===== config.mk =====
export PLATFORM = sky130hd
export DESIGN_NAME = hex2ascii_stream_flat
export DESIGN_NICKNAME = d
export VERILOG_FILES = /design/src/rtl/hex2ascii_if.sv /design/src/rtl/hex2ascii_stream.sv /design/src/flat_wrapper.sv
export SDC_FILE = /design/constraint.sdc
export NUM_CORES = 1
export LEC_CHECK = 0
export ABC_AREA = 0
export CAP_MARGIN = 30
export CORE_UTILIZATION = 57
export DETAILED_ROUTE_END_ITERATION = 8
export GPL_TIMING_DRIVEN = 0
export PLACE_DENSITY = 0.85
export SYNTH_ARGS = -nofsm -noshare
export SYNTH_HDL_FRONTEND = slang
export SYNTH_SLANG_ARGS = --single-unit

===== constraint.sdc =====
create_clock -name clk -period 7 [get_ports clk]
set_clock_uncertainty 0.05 [all_clocks]
set_input_delay 0.7 -clock clk [delete_from_list [all_inputs] [get_ports clk]]
set_output_delay 0.7 -clock clk [all_outputs]
set_load 0.05 [all_outputs]

===== src/rtl/hex2ascii_if.sv =====
// Handshake bundle for hex2ascii_stream: word input channel and character output channel.
// The master side drives words and accepts characters; the slave side is the converter.
interface hex2ascii_if #(
   parameter int unsigned NBYTES = 2
) ();
   logic                  in_valid;
   logic                  in_ready;
   logic [8*NBYTES-1:0]   in_data;
   logic                  out_valid;
   logic                  out_ready;
   logic [7:0]            out_char;
   logic                  out_last;
   logic                  busy;

   modport master (
      output in_valid, in_data, out_ready,
      input  in_ready, out_valid, out_char, out_last, busy
   );

   modport slave (
      input  in_valid, in_data, out_ready,
      output in_ready, out_valid, out_char, out_last, busy
   );
endinterface


===== src/rtl/hex2ascii_stream.sv =====
// Converts a captured binary word into a stream of ASCII hex characters, MS nibble first,
// with optional "0x" prefix, leading-zero suppression and CR/LF terminator.
module hex2ascii_stream #(
   parameter int unsigned NBYTES      = 2,
   parameter bit          LOWERCASE   = 1'b0,
   parameter bit          PREFIX_EN   = 1'b0,
   parameter bit          LZ_SUPPRESS = 1'b0,
   parameter bit          CRLF_EN     = 1'b1
) (
   input logic        clk,
   input logic        rst_n,
   hex2ascii_if.slave bus
);
   localparam int unsigned W   = 8 * NBYTES;
   localparam int unsigned NIB = 2 * NBYTES;
   localparam int unsigned IW  = $clog2(NIB);

   typedef enum logic [2:0] {StIdle, StPfx0, StPfx1, StDig, StCr, StLf} state_e;

   state_e         state_q;
   logic [W-1:0]   word_q;
   logic [IW-1:0]  idx_q;
   logic [7:0]     char_q;
   logic           valid_q;
   logic           last_q;
   logic           busy_q;
   logic [IW-1:0]  first_idx;
   logic           hs;

   function automatic logic [3:0] nib_at(input logic [W-1:0] w, input logic [IW-1:0] i);
      logic [W-1:0] sh;
      sh = w >> {i, 2'b00};
      return sh[3:0];
   endfunction

   function automatic logic [7:0] hex_char(input logic [3:0] n);
      if (n < 4'd10) return 8'h30 + {4'h0, n};
      return (LOWERCASE ? 8'h57 : 8'h37) + {4'h0, n};
   endfunction

   // Highest non-zero nibble; a zero word still yields one digit at index 0.
   function automatic logic [IW-1:0] top_idx(input logic [W-1:0] d);
      logic [IW-1:0] r;
      r = '0;
      for (int i = 0; i < int'(NIB); i++) begin
         if (d[i*4 +: 4] != 4'h0) r = IW'(i);
      end
      return r;
   endfunction

   always_comb begin
      first_idx = LZ_SUPPRESS ? top_idx(bus.in_data) : IW'(NIB - 1);
   end

   assign hs = valid_q && bus.out_ready;

   always_ff @(posedge clk or negedge rst_n) begin
      if (!rst_n) begin
         state_q <= StIdle;
         word_q  <= '0;
         idx_q   <= '0;
         char_q  <= 8'h00;
         valid_q <= 1'b0;
         last_q  <= 1'b0;
         busy_q  <= 1'b0;
      end else begin
         unique case (state_q)
            StIdle: begin
               if (bus.in_valid) begin
                  word_q  <= bus.in_data;
                  idx_q   <= first_idx;
                  busy_q  <= 1'b1;
                  valid_q <= 1'b1;
                  if (PREFIX_EN) begin
                     state_q <= StPfx0;
                     char_q  <= 8'h30;
                     last_q  <= 1'b0;
                  end else begin
                     state_q <= StDig;
                     char_q  <= hex_char(nib_at(bus.in_data, first_idx));
                     last_q  <= (first_idx == '0) && !CRLF_EN;
                  end
               end
            end
            StPfx0: begin
               if (hs) begin
                  state_q <= StPfx1;
                  char_q  <= 8'h78;
               end
            end
            StPfx1: begin
               if (hs) begin
                  state_q <= StDig;
                  char_q  <= hex_char(nib_at(word_q, idx_q));
                  last_q  <= (idx_q == '0) && !CRLF_EN;
               end
            end
            StDig: begin
               if (hs) begin
                  if (idx_q == '0) begin
                     if (CRLF_EN) begin
                        state_q <= StCr;
                        char_q  <= 8'h0D;
                     end else begin
                        state_q <= StIdle;
                        char_q  <= 8'h00;
                        valid_q <= 1'b0;
                        last_q  <= 1'b0;
                        busy_q  <= 1'b0;
                     end
                  end else begin
                     idx_q  <= idx_q - 1'b1;
                     char_q <= hex_char(nib_at(word_q, idx_q - 1'b1));
                     last_q <= (idx_q == IW'(1)) && !CRLF_EN;
                  end
               end
            end
            StCr: begin
               if (hs) begin
                  state_q <= StLf;
                  char_q  <= 8'h0A;
                  last_q  <= 1'b1;
               end
            end
            StLf: begin
               if (hs) begin
                  state_q <= StIdle;
                  char_q  <= 8'h00;
                  valid_q <= 1'b0;
                  last_q  <= 1'b0;
                  busy_q  <= 1'b0;
               end
            end
            default: state_q <= StIdle;
         endcase
      end
   end

   assign bus.in_ready  = (state_q == StIdle);
   assign bus.out_valid = valid_q;
   assign bus.out_char  = char_q;
   assign bus.out_last  = last_q;
   assign bus.busy      = busy_q;
endmodule


===== src/flat_wrapper.sv =====
// flat-port wrapper written by rule: the top's interface ports become plain ports
module hex2ascii_stream_flat 
#(
   parameter int unsigned NBYTES      = 2,
   parameter bit          LOWERCASE   = 1'b0,
   parameter bit          PREFIX_EN   = 1'b0,
   parameter bit          LZ_SUPPRESS = 1'b0,
   parameter bit          CRLF_EN     = 1'b1
)
  (clk, rst_n, bus_in_valid, bus_in_data, bus_out_ready, bus_in_ready, bus_out_valid, bus_out_char, bus_out_last, bus_busy);
  hex2ascii_if #(.NBYTES(NBYTES)) bus_i ();
  input logic clk;
  input logic rst_n;
  input wire logic [$bits(bus_i.in_valid)-1:0] bus_in_valid;
  input wire logic [$bits(bus_i.in_data)-1:0] bus_in_data;
  input wire logic [$bits(bus_i.out_ready)-1:0] bus_out_ready;
  output wire logic [$bits(bus_i.in_ready)-1:0] bus_in_ready;
  output wire logic [$bits(bus_i.out_valid)-1:0] bus_out_valid;
  output wire logic [$bits(bus_i.out_char)-1:0] bus_out_char;
  output wire logic [$bits(bus_i.out_last)-1:0] bus_out_last;
  output wire logic [$bits(bus_i.busy)-1:0] bus_busy;
  assign bus_i.in_valid = bus_in_valid;
  assign bus_i.in_data = bus_in_data;
  assign bus_i.out_ready = bus_out_ready;
  assign bus_in_ready = bus_i.in_ready;
  assign bus_out_valid = bus_i.out_valid;
  assign bus_out_char = bus_i.out_char;
  assign bus_out_last = bus_i.out_last;
  assign bus_busy = bus_i.busy;
  hex2ascii_stream #(.NBYTES(NBYTES), .LOWERCASE(LOWERCASE), .PREFIX_EN(PREFIX_EN), .LZ_SUPPRESS(LZ_SUPPRESS), .CRLF_EN(CRLF_EN)) u_core (.clk(clk), .rst_n(rst_n), .bus(bus_i));
endmodule

# Word-level counts from Yosys, hierarchy flattened
# Cells that the tools add are included.
[op_classes] addsub=7 order_cmp=3 eq_ne=14 shift=2 mux=44 n_reduce_logical=14
[op_table] operator="2-to-1 mux 8 bit" count=13
[op_table] operator="case mux 8 bit (6 select lines)" count=1
[op_table] operator="adder 6 x 4 -> 7 bit (first input constant)" count=6
[op_table] operator="right shift 16 x 4 -> 4 bit" count=2
[op_table] operator="2-to-1 mux 3 bit" count=7
[op_table] operator="case mux 3 bit (6 select lines)" count=1
[op_table] operator="2-to-1 mux 1 bit" count=16
[op_table] operator="inequality test 2 x 1 -> 1 bit (second input constant)" count=7
[op_table] operator="AND reduction 7 bit" count=2
[op_table] operator="less-than comparator 4 bit (second input constant)" count=3
[op_table] operator="equality test 3 x 2 -> 1 bit (second input constant)" count=2
[op_table] operator="equality test 3 bit (second input constant)" count=2
[op_table] operator="2-to-1 mux 2 bit" count=3
[op_table] operator="AND reduction 6 bit" count=1
[op_table] operator="nonzero test 6 bit" count=1
[op_table] operator="inequality test 2 bit (second input constant)" count=2
[op_table] operator="case mux 1 bit (4 select lines)" count=1
[op_table] operator="case mux 2 bit (2 select lines)" count=1
[op_table] operator="AND reduction 4 bit" count=1
[op_table] operator="nonzero test 2 bit" count=2
[op_table] operator="nonzero test 4 bit" count=1
[op_table] operator="equality test 3 x 1 -> 1 bit (second input constant)" count=1
[op_table] operator="zero test 3 bit" count=1
[op_table] operator="AND reduction 3 bit" count=1
[op_table] operator="6 further kinds" count=6
[totals] ff_bits=31 inputBits=20 output_inout_bits=12 elab_cells=90

# Depth between registers and ports, before layout
[depth] word_depth=11 mapped_depth=10 ltp_nobuf=9

# Worst setup path after synthesis
# Ideal clock, no wire load.
[synth_path] path_type="reg-to-reg" start="register u_core.idx_q[0]" end="register u_core.char_q[4] (netlist: u_core.bus.out_char[4])" setup_time_ns=0.121 arrival_ns=2.066 required_ns=6.829 slack_ns=4.763 path_stages_with_launch=11 n_path_buf=1 period_less_slack_ns=2.237 cell_sequence="dfrtp_1 -> buf_6 -> inv_1 -> ha_1 -> mux4_2 -> inv_1 -> ha_1 -> nor2b_1 -> o21ai_1 -> a221o_1 -> a22o_1"
[synth_between] elab_chain_len=11 elab_cells_between_ends=25 cone_classes="add/sub: 5; order compare: 2; shift: 2; mux: 15; reduce/logical: 1"
[synth_rtl] item="start: declaration" line="hex2ascii_stream.sv:22" source="logic [IW-1:0] idx_q;"
[synth_rtl] item="start signal: assignment" line="hex2ascii_stream.sv:71" source="idx_q <= first_idx;"
[synth_rtl] item="start signal: assignment" line="hex2ascii_stream.sv:112" source="idx_q <= idx_q - 1'b1;"
[synth_rtl] item="subtractor 2 x 1 -> 2 bit" line="hex2ascii_stream.sv:113" source="char_q <= hex_char(nib_at(word_q, idx_q - 1'b1));"
[synth_rtl] item="right shift 16 x 4 -> 4 bit" line="hex2ascii_stream.sv:32" source="sh = w >> {i, 2'b00};"
[synth_rtl] item="less-than comparator 4 bit" line="hex2ascii_stream.sv:37" source="if (n < 4'd10) return 8'h30 + {4'h0, n};"
[synth_rtl] item="2-to-1 mux 1 bit" line="hex2ascii_stream.sv:37"
[synth_rtl] item="2-to-1 mux 1 bit" line="hex2ascii_stream.sv:100" source="if (idx_q == '0) begin"
[synth_rtl] item="2-to-1 mux 1 bit" line="hex2ascii_stream.sv:99" source="if (hs) begin"
[synth_rtl] item="2-to-1 mux 1 bit" line="hex2ascii_stream.sv:67" source="unique case (state_q)"
[synth_rtl] item="2-to-1 mux 8 bit" line="hex2ascii_stream.sv:38" source="return (LOWERCASE ? 8'h57 : 8'h37) + {4'h0, n};"
[synth_rtl] item="2-to-1 mux 8 bit" line="hex2ascii_stream.sv:100"
[synth_rtl] item="2-to-1 mux 8 bit" line="hex2ascii_stream.sv:99"
[synth_rtl] item="case mux 8 bit (6 select lines) *" line="hex2ascii_stream.sv:67"
[synth_rtl] item="end signal: assignment" line="hex2ascii_stream.sv:80" source="char_q <= hex_char(nib_at(bus.in_data, first_idx));"
[synth_rtl] item="end signal: assignment" line="hex2ascii_stream.sv:94" source="char_q <= hex_char(nib_at(word_q, idx_q));"
[synth_rtl] item="end signal: assignment" line="hex2ascii_stream.sv:113"
[synth_rtl] item="end: declaration" line="hex2ascii_stream.sv:23" source="logic [7:0] char_q;"
# Every way passes the cells marked *; elsewhere a longest branch is shown, timed or not. The select of a mux whose other input is x is not followed.
# A chain may end at the register's enable or synchronous reset.

# Final worst setup path
[layout_path] start="register u_core.state_q[2]" end="output port bus_in_ready"
[layout_between] elab_chain_len=1
[layout_rtl] item="start: declaration" line="hex2ascii_stream.sv:20" source="state_e state_q;"
[layout_rtl] item="start signal: assignment" line="hex2ascii_stream.sv:59" source="state_q <= StIdle;"
[layout_rtl] item="start signal: assignment" line="hex2ascii_stream.sv:75" source="state_q <= StPfx0;"
[layout_rtl] item="start signal: assignment" line="hex2ascii_stream.sv:79" source="state_q <= StDig;"
[layout_rtl] item="zero test 3 bit" line="hex2ascii_stream.sv:139" source="assign bus.in_ready = (state_q == StIdle);"
[layout_rtl] item="end: declaration" line="flat_wrapper.sv:17" source="output wire logic [$bits(bus_i.in_ready)-1:0] bus_in_ready;"
# No other way between the ends.

==> flow_metrics.py <==
metrics = {
    "flow_run": {
        "drv_cap": 0,
    },
    "synthesis": {
        "synthArstFlopShare": 1.00,
        "synthesis.nets": 214,
        "synth_ff_type": "dfrtp_1",
        "synth_edf_count": 0,
        "synth_cell_types": 51,
        "synth-seq-cells": 30,
        "ys_seq_area_frac": 0.389,
        "ys.warnings.count": 0,
        "mappedNetlistArea_mm2": 0.00193,
        "syn_inst": 190,
        "avgSynthCellArea_um2": 10.1,
    },
    "placed_design": {
        "numPortBuffers": 30,
        "pre_cts_ws_ns": 4.33,
        "placement.cell_area_mm2": 0.00231,
        "dp_hpwl_um": 3220,
        "place_congestion": 0.890,
    },
    "cts": {
        "cts.path.max_buffers": 2,
        "cts_hold_buf": 0,
        "root_buffer": "clkbuf_4",
        "cts_tree": "done",
        "htreeDepth": 2,
        "clk_pin_slew_ns": 0.09,
        "postCtsSetupBuffers": 0,
        "cts_resized": 0,
        "clock_latency_ns": 0.33,
        "cts_inserted_buffers": 5,
        "cts.sinks": 30,
    },
    "power_and_ir_drop": {
        "comb_power_share": 0.646,
        "static-leakage-power_nw": 1.01,
        "ir_drop_v": 0.000257,
        "cellPowerDensity_mw_per_mm2": 490,
        "pwr-share-clk": 0.094,
        "total_power_mw": 1.16,
        "p_seq_frac": 0.260,
        "power_switching_uw": 526,
        "switching_share": 0.453,
        "p_int_uw": 636,
    },
    "worst_setup_path": {
        "crit_type": "reg -> out",
        "crit_slowest_cell": "clkdlybuf4s50_1",
        "cp.arrival_ns": 2.30,
        "required_ns": 6.25,
        "critPathMaxStageDelay_ns": 0.80,
        "cp_cell_sequence": "clkbuf_1, or3_1, inv_2, clkdlybuf4s50_1",
        "crit_path_max_fanout": 9,
        "critPathCaptureType": "output port",
        "startpoint_type": "flip-flop",
    },
    "floorplan": {
        "die_h_um": 60.2,
        "core-area_mm2": 0.00313,
        "dieArea_mm2": 0.00362,
        "rows": 20,
        "start_util": 0.616,
        "ioPinCount": 32,
        "dieWidth_um": 60.2,
    },
    "hold_path": {
        "hold_class": "reg -> reg",
    },
    "routing": {
        "viasPerCell": 6.16,
        "wl_um": 4330,
        "drt_iter0_markers": 121,
        "drc": 0,
        "ant_nets": 0,
        "first_pass_iters": 5,
        "vias": 1681,
        "routedWlPerCell_um": 15.8,
    },
    "sta": {
        "rsz0062_at_grt": "no",
        "worst_pin_slew_ns": 0.670,
        "slew_headroom": 0.552,
        "hold_violations": 0,
        "fin_crit_ns": 3.05,
        "final.setup.tns_ns": 0,
        "max_freq_mhz": 328,
        "post-route-period-util": 0.436,
        "maxSlewViolCount": 0,
        "setup_ws_ns": 3.95,
        "finalSetupViolCount": 0,
    },
    "grt": {
        "grt_pass1_wl_um": 7440,
        "grt_antenna_before_repair": 0,
        "grt_usage": 0.283,
        "grt_max_degree": 20,
        "gr-total-overflow": 0,
        "grt_pass1_vias": 1678,
    },
    "layout": {
        "fin_nets": 252,
        "fin_area_mm2": 0.00237,
        "area_delta_synth_final_pct": 23.0,
        "fin_util": 0.758,
        "layout_common_cells": "clkdlybuf4s50_1, dfrtp_1, nand2_1",
        "drive_gt1_frac": 0.131,
        "antenna_cells": 0,
    },
    "outcome": {
        "outcome": "finished clean",
    },
}
stage by stage:
step / hold WS (ns) / instances
floorplan: 0.354 / 190
global placement: 0.413 / 264
detailed placement: 0.417 / 265
CTS: 0.438 / 273
global route: 0.464 / 273
finish: 0.432 / 273
power groups by stage:
stage | Clock [mW] | Sequential, mW | Combinational [mW]
final | 0.109 | 0.302 | 0.751
after global routing | 0.120 | 0.310 | 0.814
after CTS | 0.111 | 0.301 | 0.745
after detailed placement | 0 | 0.306 | 0.740
after global placement | 0 | 0.297 | 0.711
after floorplan | 0 | 0.356 | 0.512
sequential cells by signal (all words and copies together), names as in the netlist:
register	count
u_core.idx_q	2
u_core.bus.busy	1
u_core.state_q	3
u_core.word_q	16
u_core.bus.out_char	7
u_core.bus.out_last	1
worst max-delay path: cells and delay by family (launching register included):
| kind | cells | cell delay [ns] |
|---|---|---|
| buffers and inverters | 3 | 1.10 |
| AND/OR/NAND/NOR | 1 | 0.49 |
| flip-flops | 1 | 0.37 |
metal layers:
layer  vias up  track usage  wire length, µm
met1       809        0.335             1730
met4         0        0.159               82
met2        81        0.465             2220
li1        779            -                -
met3        12       0.0736              298
met5         -            0                0
layout make-up:
type	instances	area (µm²)
plain buffers	12	67.6
fillers	226	757
clock inverters	1	5.00
flip-flops and latches	30	751
repair buffers	31	328
multi-input cells	138	1070
clock buffers	7	55.1
well taps	44	55.1
inverters	10	37.5
final timing paths:
path / from / to / slack, ns / cells after the start
max in group asynchronous: rst_n / u_core.word_q[6]$_DFFE_PN0P_ / 5.66 / 2
worst max-delay path: u_core.state_q[2]$_DFFE_PN0P_ / bus_in_ready / 3.95 / 4
min in group asynchronous: rst_n / u_core.bus.out_char[6]$_DFFE_PN0P_ / 0.72 / 1
worst max register to register: u_core.idx_q[0]$_DFFE_PN0P_ / u_core.bus.out_char[1]$_DFFE_PN0P_ / 4.46 / 9
worst min register to register: u_core.bus.out_char[5]$_DFFE_PN0P_ / u_core.bus.out_char[5]$_DFFE_PN0P_ / 0.43 / 2
worst min-delay path: u_core.bus.out_char[5]$_DFFE_PN0P_ / u_core.bus.out_char[5]$_DFFE_PN0P_ / 0.43 / 2
Yosys cell counts, drive strengths merged, types with 2 or more instances:
library cell  number  share of area
buf                7          0.025
ha                 4          0.026
clkbuf             5         0.0097
inv               10          0.019
o21ai             15          0.041
o31ai              4          0.016
nand2b             3         0.0097
mux4               8          0.097
and4b              2          0.010
a22oi              2         0.0078
a21oi             10          0.026
nor2b              5          0.016
and2               2         0.0065
a21o               2         0.0078
a21boi             2         0.0078
a221oi             2          0.012
a211oi             3          0.012
a31oi              2         0.0065
nor2              15          0.029
xnor2              4          0.018
mux2              16          0.093
dfrtp             30           0.39
nand2             18          0.035
kinds of logic after synthesis:
| family | count (synthesis) | synth area share |
|---|---|---|
| DFF | 30 | 0.389 |
| xor gates and xnor gates | 4 | 0.0182 |
| other | 1 | 0.00194 |
| AOI/OAI and AO/OA | 54 | 0.192 |
| adders and majority gates | 4 | 0.0260 |
| and+or+nand+nor | 51 | 0.127 |
| buffers and inverters | 22 | 0.0545 |
| muxes | 24 | 0.191 |
Note: power is estimated with default switching activity, not from simulation.
